$ cat config.mk
export PLATFORM = sky130hd
export DESIGN_NAME = ethernet_tx_encapsulator
export DESIGN_NICKNAME = d
export VERILOG_FILES = /design/src/rtl/ethernet_tx_encapsulator.sv
export SDC_FILE = /design/constraint.sdc
export NUM_CORES = 1
export LEC_CHECK = 0
export ABC_AREA = 1
export CORE_MARGIN = 1.5
export CORE_UTILIZATION = 35
export DETAILED_ROUTE_END_ITERATION = 12
export GPL_TIMING_DRIVEN = 1
export PLACE_DENSITY = 0.59
export SETUP_SLACK_MARGIN = 0.4
export SLEW_MARGIN = 20
export SYNTH_ARGS = -nofsm -noshare
export SYNTH_HDL_FRONTEND = slang
export SYNTH_SLANG_ARGS = --single-unit
$ cat constraint.sdc
create_clock -name clk -period 9.6 [get_ports clk]
set_clock_uncertainty 0.1 [all_clocks]
set_input_delay 1.92 -clock clk [delete_from_list [all_inputs] [get_ports clk]]
set_output_delay 1.92 -clock clk [all_outputs]
set_load 0.005 [all_outputs]
$ cat src/rtl/ethernet_tx_encapsulator.sv
// Ethernet II + IPv4 + UDP transmit encapsulator.
// Prepends a 42-byte header and realigns the payload by two bytes.
module ethernet_tx_encapsulator #(
   parameter int          DATA_WIDTH = 64,
   parameter logic [7:0]  IP_TTL     = 8'h40,
   parameter logic [15:0] IP_ID_INIT = 16'h0000
) (
   input  logic                      clk,
   input  logic                      rstn,
   input  logic [47:0]               cfg_dst_mac,
   input  logic [47:0]               cfg_src_mac,
   input  logic [31:0]               cfg_src_ip,
   input  logic [31:0]               cfg_dst_ip,
   input  logic [15:0]               cfg_src_port,
   input  logic [15:0]               cfg_dst_port,
   input  logic                      s_meta_valid,
   output logic                      s_meta_ready,
   input  logic [15:0]               s_meta_len,
   input  logic [DATA_WIDTH-1:0]     s_axis_tdata,
   input  logic [DATA_WIDTH/8-1:0]   s_axis_tkeep,
   input  logic                      s_axis_tvalid,
   output logic                      s_axis_tready,
   input  logic                      s_axis_tlast,
   output logic [DATA_WIDTH-1:0]     m_axis_tdata,
   output logic [DATA_WIDTH/8-1:0]   m_axis_tkeep,
   output logic                      m_axis_tvalid,
   input  logic                      m_axis_tready,
   output logic                      m_axis_tlast
);

   typedef enum logic [2:0] {
      S_IDLE, S_CSUM, S_HDR, S_MERGE, S_TAIL
   } state_e;

   state_e      state_q, state_d;
   logic [15:0] len_q, len_d;
   logic [47:0] dmac_q, dmac_d, smac_q, smac_d;
   logic [31:0] sip_q, sip_d, dip_q, dip_d;
   logic [15:0] sport_q, sport_d, dport_q, dport_d;
   logic [15:0] id_q, id_d, csum_q, csum_d;
   logic [2:0]  beat_q, beat_d;
   logic [15:0] carry_q, carry_d;
   logic [1:0]  tailk_q, tailk_d;
   logic [63:0] tdata_q, tdata_d;
   logic [7:0]  tkeep_q, tkeep_d;
   logic        tvalid_q, tvalid_d, tlast_q, tlast_d;

   logic [63:0] din, hdr_beat;
   logic        out_free, meta_hs, in_hs;
   logic [15:0] total_len, udp_len, fold2;
   logic [19:0] sum;
   logic [16:0] fold1;

   // bytes without their keep bit are forced to zero
   always_comb begin
      din = '0;
      for (int b = 0; b < 8; b++)
         din[8*b +: 8] = s_axis_tdata[8*b +: 8] & {8{s_axis_tkeep[b]}};
   end

   assign out_free      = !tvalid_q || m_axis_tready;
   assign s_meta_ready  = (state_q == S_IDLE) && !tvalid_q;
   assign s_axis_tready = (state_q == S_MERGE) && out_free;
   assign meta_hs       = s_meta_valid && s_meta_ready;
   assign in_hs         = s_axis_tvalid && s_axis_tready;
   assign total_len     = len_q + 16'd28;
   assign udp_len       = len_q + 16'd8;

   assign sum = 20'h4500 + 20'(total_len) + 20'(id_q)
              + 20'h4000 + 20'({IP_TTL, 8'h11})
              + 20'(sip_q[31:16]) + 20'(sip_q[15:0])
              + 20'(dip_q[31:16]) + 20'(dip_q[15:0]);
   assign fold1 = 17'(sum[15:0]) + 17'(sum[19:16]);
   assign fold2 = fold1[15:0] + 16'(fold1[16]);

   always_comb begin
      case (beat_q)
         3'd0:    hdr_beat = {dmac_q, smac_q[47:32]};
         3'd1:    hdr_beat = {smac_q[31:0], 16'h0800, 16'h4500};
         3'd2:    hdr_beat = {total_len, id_q, 16'h4000, IP_TTL, 8'h11};
         3'd3:    hdr_beat = {csum_q, sip_q, dip_q[31:16]};
         3'd4:    hdr_beat = {dip_q[15:0], sport_q, dport_q, udp_len};
         default: hdr_beat = 64'h0;
      endcase
   end

   always_ff @(posedge clk) begin
      if (!rstn) state_q <= S_IDLE;
      else       state_q <= state_d;
   end

   always_comb begin
      state_d = state_q;
      unique case (state_q)
         S_IDLE:  if (meta_hs) state_d = S_CSUM;
         S_CSUM:  state_d = S_HDR;
         S_HDR: begin
            if (out_free) begin
               if (beat_q == 3'd5)
                  state_d = S_IDLE;
               else if (beat_q == 3'd4 && len_q != 16'd0)
                  state_d = S_MERGE;
            end
         end
         S_MERGE: begin
            if (in_hs && s_axis_tlast)
               state_d = s_axis_tkeep[1] ? S_TAIL : S_IDLE;
         end
         S_TAIL:  if (out_free) state_d = S_IDLE;
         default: state_d = S_IDLE;
      endcase
   end

   always_comb begin
      len_d    = len_q;
      dmac_d   = dmac_q;
      smac_d   = smac_q;
      sip_d    = sip_q;
      dip_d    = dip_q;
      sport_d  = sport_q;
      dport_d  = dport_q;
      id_d     = id_q;
      csum_d   = csum_q;
      beat_d   = beat_q;
      carry_d  = carry_q;
      tailk_d  = tailk_q;
      tdata_d  = tdata_q;
      tkeep_d  = tkeep_q;
      tlast_d  = tlast_q;
      tvalid_d = out_free ? 1'b0 : tvalid_q;
      if (tvalid_q && m_axis_tready && tlast_q)
         id_d = id_q + 16'd1;
      unique case (state_q)
         S_IDLE: begin
            if (meta_hs) begin
               len_d   = s_meta_len;
               dmac_d  = cfg_dst_mac;
               smac_d  = cfg_src_mac;
               sip_d   = cfg_src_ip;
               dip_d   = cfg_dst_ip;
               sport_d = cfg_src_port;
               dport_d = cfg_dst_port;
               beat_d  = 3'd0;
               carry_d = 16'h0000;
            end
         end
         S_CSUM: csum_d = ~fold2;
         S_HDR: begin
            if (out_free) begin
               tvalid_d = 1'b1;
               tdata_d  = hdr_beat;
               tkeep_d  = (beat_q == 3'd5) ? 8'hC0 : 8'hFF;
               tlast_d  = (beat_q == 3'd5);
               beat_d   = beat_q + 3'd1;
            end
         end
         S_MERGE: begin
            if (in_hs) begin
               tvalid_d = 1'b1;
               tdata_d  = {carry_q, din[63:16]};
               carry_d  = din[15:0];
               tailk_d  = s_axis_tkeep[1:0];
               tkeep_d  = 8'hFF;
               tlast_d  = 1'b0;
               if (s_axis_tlast && !s_axis_tkeep[1]) begin
                  tkeep_d = {2'b11, s_axis_tkeep[7:2]};
                  tlast_d = 1'b1;
               end
            end
         end
         S_TAIL: begin
            if (out_free) begin
               tvalid_d = 1'b1;
               tdata_d  = {carry_q, 48'h0};
               tkeep_d  = {tailk_q, 6'b0};
               tlast_d  = 1'b1;
            end
         end
         default: ;
      endcase
   end

   always_ff @(posedge clk) begin
      if (!rstn) begin
         len_q    <= '0;
         dmac_q   <= '0;
         smac_q   <= '0;
         sip_q    <= '0;
         dip_q    <= '0;
         sport_q  <= '0;
         dport_q  <= '0;
         id_q     <= IP_ID_INIT;
         csum_q   <= '0;
         beat_q   <= '0;
         carry_q  <= '0;
         tailk_q  <= '0;
         tdata_q  <= '0;
         tkeep_q  <= '0;
         tvalid_q <= 1'b0;
         tlast_q  <= 1'b0;
      end else begin
         len_q    <= len_d;
         dmac_q   <= dmac_d;
         smac_q   <= smac_d;
         sip_q    <= sip_d;
         dip_q    <= dip_d;
         sport_q  <= sport_d;
         dport_q  <= dport_d;
         id_q     <= id_d;
         csum_q   <= csum_d;
         beat_q   <= beat_d;
         carry_q  <= carry_d;
         tailk_q  <= tailk_d;
         tdata_q  <= tdata_d;
         tkeep_q  <= tkeep_d;
         tvalid_q <= tvalid_d;
         tlast_q  <= tlast_d;
      end
   end

   assign m_axis_tdata  = tdata_q;
   assign m_axis_tkeep  = tkeep_q;
   assign m_axis_tvalid = tvalid_q;
   assign m_axis_tlast  = tlast_q;

endmodule

### Word level (Yosys, flattened, before mapping)

Cells that the tools add are included.

| storage, ports and cells | value |
|---|---|
| output and inout port bits | 76 |
| input port bits | 286 |
| register bits | 338 |
| logic and storage cells | 114 |

| operators by class | value |
|---|---|
| equal/unequal tests | 15 |
| muxes and demuxes | 34 |
| bitwise operators | 9 |
| reduce and logical (&&, ||, !) cells | 25 |
| $add $sub $neg | 14 |

Operator list:

| cell | number |
|---|---|
| one-hot mux 64 bit (5 select lines) | 1 |
| two-way mux 64 bit | 3 |
| one-hot mux 64 bit (3 select lines) | 1 |
| adder 20 x 16 -> 20 bit | 4 |
| AND 8 bit | 8 |
| two-way mux 16 bit | 2 |
| one-hot mux 16 bit (2 select lines) | 1 |
| two-way mux 3 bit | 9 |
| two-way mux 8 bit | 3 |
| one-hot mux 8 bit (3 select lines) | 1 |
| adder 19 x 15 -> 20 bit, second input constant | 1 |
| adder 18 x 15 -> 19 bit, second input constant | 1 |
| adder 17 x 16 -> 18 bit | 1 |
| adder 15 x 16 -> 17 bit, first input constant | 1 |
| adder 16 x 4 -> 17 bit | 1 |
| adder 16 x 1 -> 16 bit | 1 |
| adder 16 x 1 -> 16 bit, second input constant | 1 |
| adder 16 x 4 -> 16 bit, second input constant | 1 |
| adder 16 x 5 -> 16 bit, second input constant | 1 |
| inverter 16 bit | 1 |
| nonzero test 16 bit | 1 |
| one-hot mux 3 bit (5 select lines) | 1 |
| == test 3 x 2 -> 1 bit, second input constant | 4 |
| two-way mux 6 bit | 2 |
| other kinds (21) | 46 |

### Logic depth before layout (Yosys ltp)

| logic depth | value |
|---|---|
| depth after elaboration | 12 |
| mapped depth | 55 |
| gate-level depth less buffers | 55 |

### Least setup slack after synthesis

Ideal clock, no wire load.

| path | value |
|---|---|
| path type | register -> register |
| start | register len_q[4] |
| end | register csum_q[14] |
| setup slack | 2.008 ns |
| clock period less this slack | 7.592 ns |
| setup time | 0.109 ns |
| required time | 9.391 ns |
| cell stages (with the launch flop) | 56 |
| buffers on the path | 0 |
| arrival time | 7.383 ns |
| cell sequence | dfxtp_1 > inv_1 > ha_1 > nand2_1 > nand2_1 > nand2_1 > nor2_1 > inv_1 > nor2_1 > nand3_1 > xor2_1 > fa_1 > inv_1 > fa_1 > fa_1 > inv_1 > ha_1 > ha_1 > [... 20 more ...] > nor2_2 > nand3_1 > nor2_1 > ha_1 > ha_1 > nand2_1 > nor2_1 > nand2_1 > nor2_1 > nand3_1 > nor2_1 > nand3_1 > nor2_2 > nand2_1 > nand2_1 > nand3_1 > nand2_1 > inv_1 |

| between the ends | value |
|---|---|
| cells in the longest elaborated chain, start to end | 12 |

RTL lines:

| what | RTL line | RTL |
|---|---|---|
| start, declared | 36 | `logic [15:0] len_q, len_d;` |
| start signal, assigned | 202 | `len_q <= len_d;` |
| adder 16 x 5 -> 16 bit | 66 | `assign total_len = len_q + 16'd28;` |
| adder 15 x 16 -> 17 bit | 69 | `assign sum = 20'h4500 + 20'(total_len) + 20'(id_q)` |
| adder 17 x 16 -> 18 bit | 69 |  |
| adder 18 x 15 -> 19 bit | 70 | `+ 20'h4000 + 20'({IP_TTL, 8'h11})` |
| adder 19 x 15 -> 20 bit | 70 |  |
| adder 20 x 16 -> 20 bit (2 in a row) | 71 | `+ 20'(sip_q[31:16]) + 20'(sip_q[15:0])` |
| adder 20 x 16 -> 20 bit (2 in a row) | 72 | `+ 20'(dip_q[31:16]) + 20'(dip_q[15:0]);` |
| adder 16 x 4 -> 17 bit | 73 | `assign fold1 = 17'(sum[15:0]) + 17'(sum[19:16]);` |
| adder 16 x 1 -> 16 bit | 74 | `assign fold2 = fold1[15:0] + 16'(fold1[16]);` |
| inverter 16 bit | 147 | `S_CSUM: csum_d = ~fold2;` |
| end signal, assigned | 210 | `csum_q <= csum_d;` |
| end, declared | 40 | `logic [15:0] id_q, id_d, csum_q, csum_d;` |

No other way between the ends.
A chain may end at the register's enable or synchronous reset.

### Final worst setup path

Same ends and word-level chain as after synthesis.

==> impl_results.md <==
- Mapped Area: 17820 um^2
- Global Route Usage Sum: 27.13%
- Mapped Cells: 2399
- CTS Hold Buffers Added: 0
- Longest Clk Path Bufs: 3
- Largest net degree at the start of global routing: 226
- Vias in the first global route: 17220
- Gr ovfl total: 0
- Row count: 82
- H-tree Lvls: 2
- WL per Instance: 21.31 um
- Setup TNS: 0 ns
- Hold Path Origin: dmac_q[45]
- Final ANT Viol Nets: 0
- Status: completed
- Leading cell types in the layout, fill and taps excluded: nand2_1 (412), inv_1 (362), clkdlybuf4s50_1 (360)
- Fin cells: 3395
- Worst slew pin tran: 1.088 ns
- First-pass GRT wire length: 107800 um
- Slew Limit Fails: 0
- Clk Latency, worst-skew pair: 0.57 ns
- IO buf count: 361
- Sink Count: 338
- Sequential share of the synthesized area: 37.97%
- Top cell type's share of synthesized area: 37.97%
- Arr. time, crit path: 8.87 ns
- Hpwl dp: 55600 um
- Tmin final: 8.497 ns
- Crit path launch: len_q[4]
- Post-synthesis cell type count: 43
- Detailed Route Iter0 Violations: 1443
- Most common cell after layout, fill and taps aside: nand2_1
- Int Pwr: 4890 uW
- Yosys reg bits: 338
- Worst vdd ir: 0.3735 mV
- Syn nets: 2799
- Worst Hold Class: reg -> reg
- Crit end category: flip-flop
- CP startpoint kind: flip-flop
- RSZ-0062 raised after global routing: no
- Placer congestion estimate: 0.9359
- Setup violations, final: 0
- Worst path max stage delay: 0.54 ns
- Yosys top cell by area: dfxtp_1
- Seq pwr share: 19.3%
- Placed Cells: 3314
- Pwr Density: 440.7 nW/um^2
- Number of buffers created by CTS: 40
- Number of flops mapped to enable cells by yosys: 0
- Clock Pin Slew Worst Setup and Hold Paths: 0.06 ns
- Crit share post-route: 88.51%
- CTS tree: built
- Syn Area/Cell: 7.427 um^2
- Die ar.: 52270 um^2
- Final Hold Fails: 0
- Die Ht: 228.6 um
- Main flop type after synthesis: dfxtp_1
- Rel. slew slack: 27.21%
- Initial core utilization: 35.52%
- Net count, final: 3086
- Initial antenna violation count: 11
- I/O pin count: 362
- Share of cells above drive strength 1: 4.715%
- NetSw: 5337 uW
- Max-cap viol count: 0
- Comb pwr share: 66.4%
- Top cell by count, worst path: nand2_1
- Sw frac: 52.18%
- Reg-to-reg startpoint: len_q[4]
- Core Region: 50170 um^2
- Vias: 17720
- Leakage power: 0.009324 uW
- Slowest stage cell, crit path: fa_1
- Worst-path fanout max: 6
- Drt first pass iters: 5
- Area Growth Syn to Fin: 30.25%
- Fmax: 117.7 MHz
- Horiz. Die Dim: 228.6 um
- Synth warn: 0
- Vias/cell: 5.218
- Top cells by area, synth: dfxtp_1 (38%), a21oi_1 (9.8%), nand2_1 (8.7%)
- # DRC: 0
- CP required: 9.97 ns
- Clk pwr share: 14.3%
- Critical Setup Path Class: reg -> reg
- Total wire length: 72360 um
- Root Buffer: clkbuf_16
- Synth async-reset ratio: 0%
## synthesized netlist by cell type, types with 2 or more instances
library cell	n
a211oi_1	7
a21oi_1	350
a221oi_1	19
a22oi_1	27
a31oi_1	4
a32oi_1	8
buf_1	12
buf_2	11
clkbuf_1	111
clkinv_1	8
dfxtp_1	338
fa_1	63
ha_1	51
inv_1	364
inv_2	5
nand2_1	414
nand2_2	11
nand3_1	86
nand3_2	3
nand3b_1	3
nand4_1	11
nor2_1	82
nor2_2	9
nor2_4	2
nor3_1	21
nor4_1	2
o211ai_1	31
o21ai_0	246
o21bai_1	5
o221ai_1	39
o22ai_1	26
o31ai_1	2
xnor2_1	6
xor2_1	13
## state kept, by name, indices dropped and copies added (netlist names)
register	cells
m_axis_tdata	64
dmac_q	48
smac_q	48
dip_q	32
sip_q	32
carry_q	16
csum_q	16
dport_q	16
id_q	16
len_q	16
sport_q	16
m_axis_tkeep	8
beat_q	3
state_q	3
tailk_q	2
m_axis_tlast	1
m_axis_tvalid	1
## layout make-up
class                   instances  area [um^2]
multi-input cells            1549         9156
diodes                          8        20.02
clock inverters                16        131.4
inverters                     377         1416
repair buffers                380         3770
flip-flops and latches        338         6766
fillers                      4987        26960
clock buffers                  55         1107
well taps                     672        840.8
## power by group through the flow
stage / combinational, uW / clock (uW) / sequential (uW)
floorplan: 4650 / 0 / 1940
global placement: 6750 / 0 / 1990
detailed placement: 6680 / 0 / 2000
CTS: 6740 / 1490 / 1970
global route: 7670 / 1540 / 2010
finish: 6790 / 1470 / 1970
## cells by family after synthesis
logic type                 share of synthesized area, %
AOI/OAI and AO/OA                                 24.30
and+or+nand+nor                                   15.24
buffers and inverters                             10.88
DFF                                               37.97
adders and majority gates                         10.66
xor gates and xnor gates                         0.9339
## timing repair
item / 4_1_cts / 5_1_grt
resized for setup: 0 / 8
setup endpoints to repair: 0 / 5
setup buffers: 0 / 2
## layer usage
metal  up-vias  track usage (%)  wire [um]
li1       8556                -          -
met1      8429            37.02      32450
met2       623            42.67      32980
met3       103            4.491       4611
met4         4            10.70       2296
met5         -                0         34
## path summary, 6_finish.rpt
path | to | slack, ns | cells after the start
hold reg to reg | dmac_q[45] | 0.35 | 2
hold / removal | dmac_q[45] | 0.35 | 2
setup / recovery | csum_q[14] | 1.10 | 55
setup reg to reg | csum_q[14] | 1.10 | 55
## critical path: cells and delay by family (launching register included)
| family | cells | cell delay, ns |
|---|---|---|
| buffers and inverters | 8 | 0.52 |
| flip-flops | 1 | 0.34 |
| XOR/XNOR | 2 | 0.37 |
| AND/OR/NAND/NOR | 35 | 3.79 |
| adder cells (fa/ha/maj) | 10 | 3.26 |
## metrics by stage
stage                     setup slack [ns]  util (%)  area [um^2]  hold WS, ns  total power (uW)
after CTS                           0.9325     46.13        23140       0.3533             10200
after global routing                0.3666     46.26        23210       0.3700             11220
after global placement               1.217     43.66        21910       0.3379              8738
final                                1.103     46.26        23210       0.3509             10230
after floorplan                      2.008         -        17820       0.3245              6597
after detailed placement            0.9730     43.66        21910       0.3437              8676
Note: power is estimated with default switching activity, not from simulation.
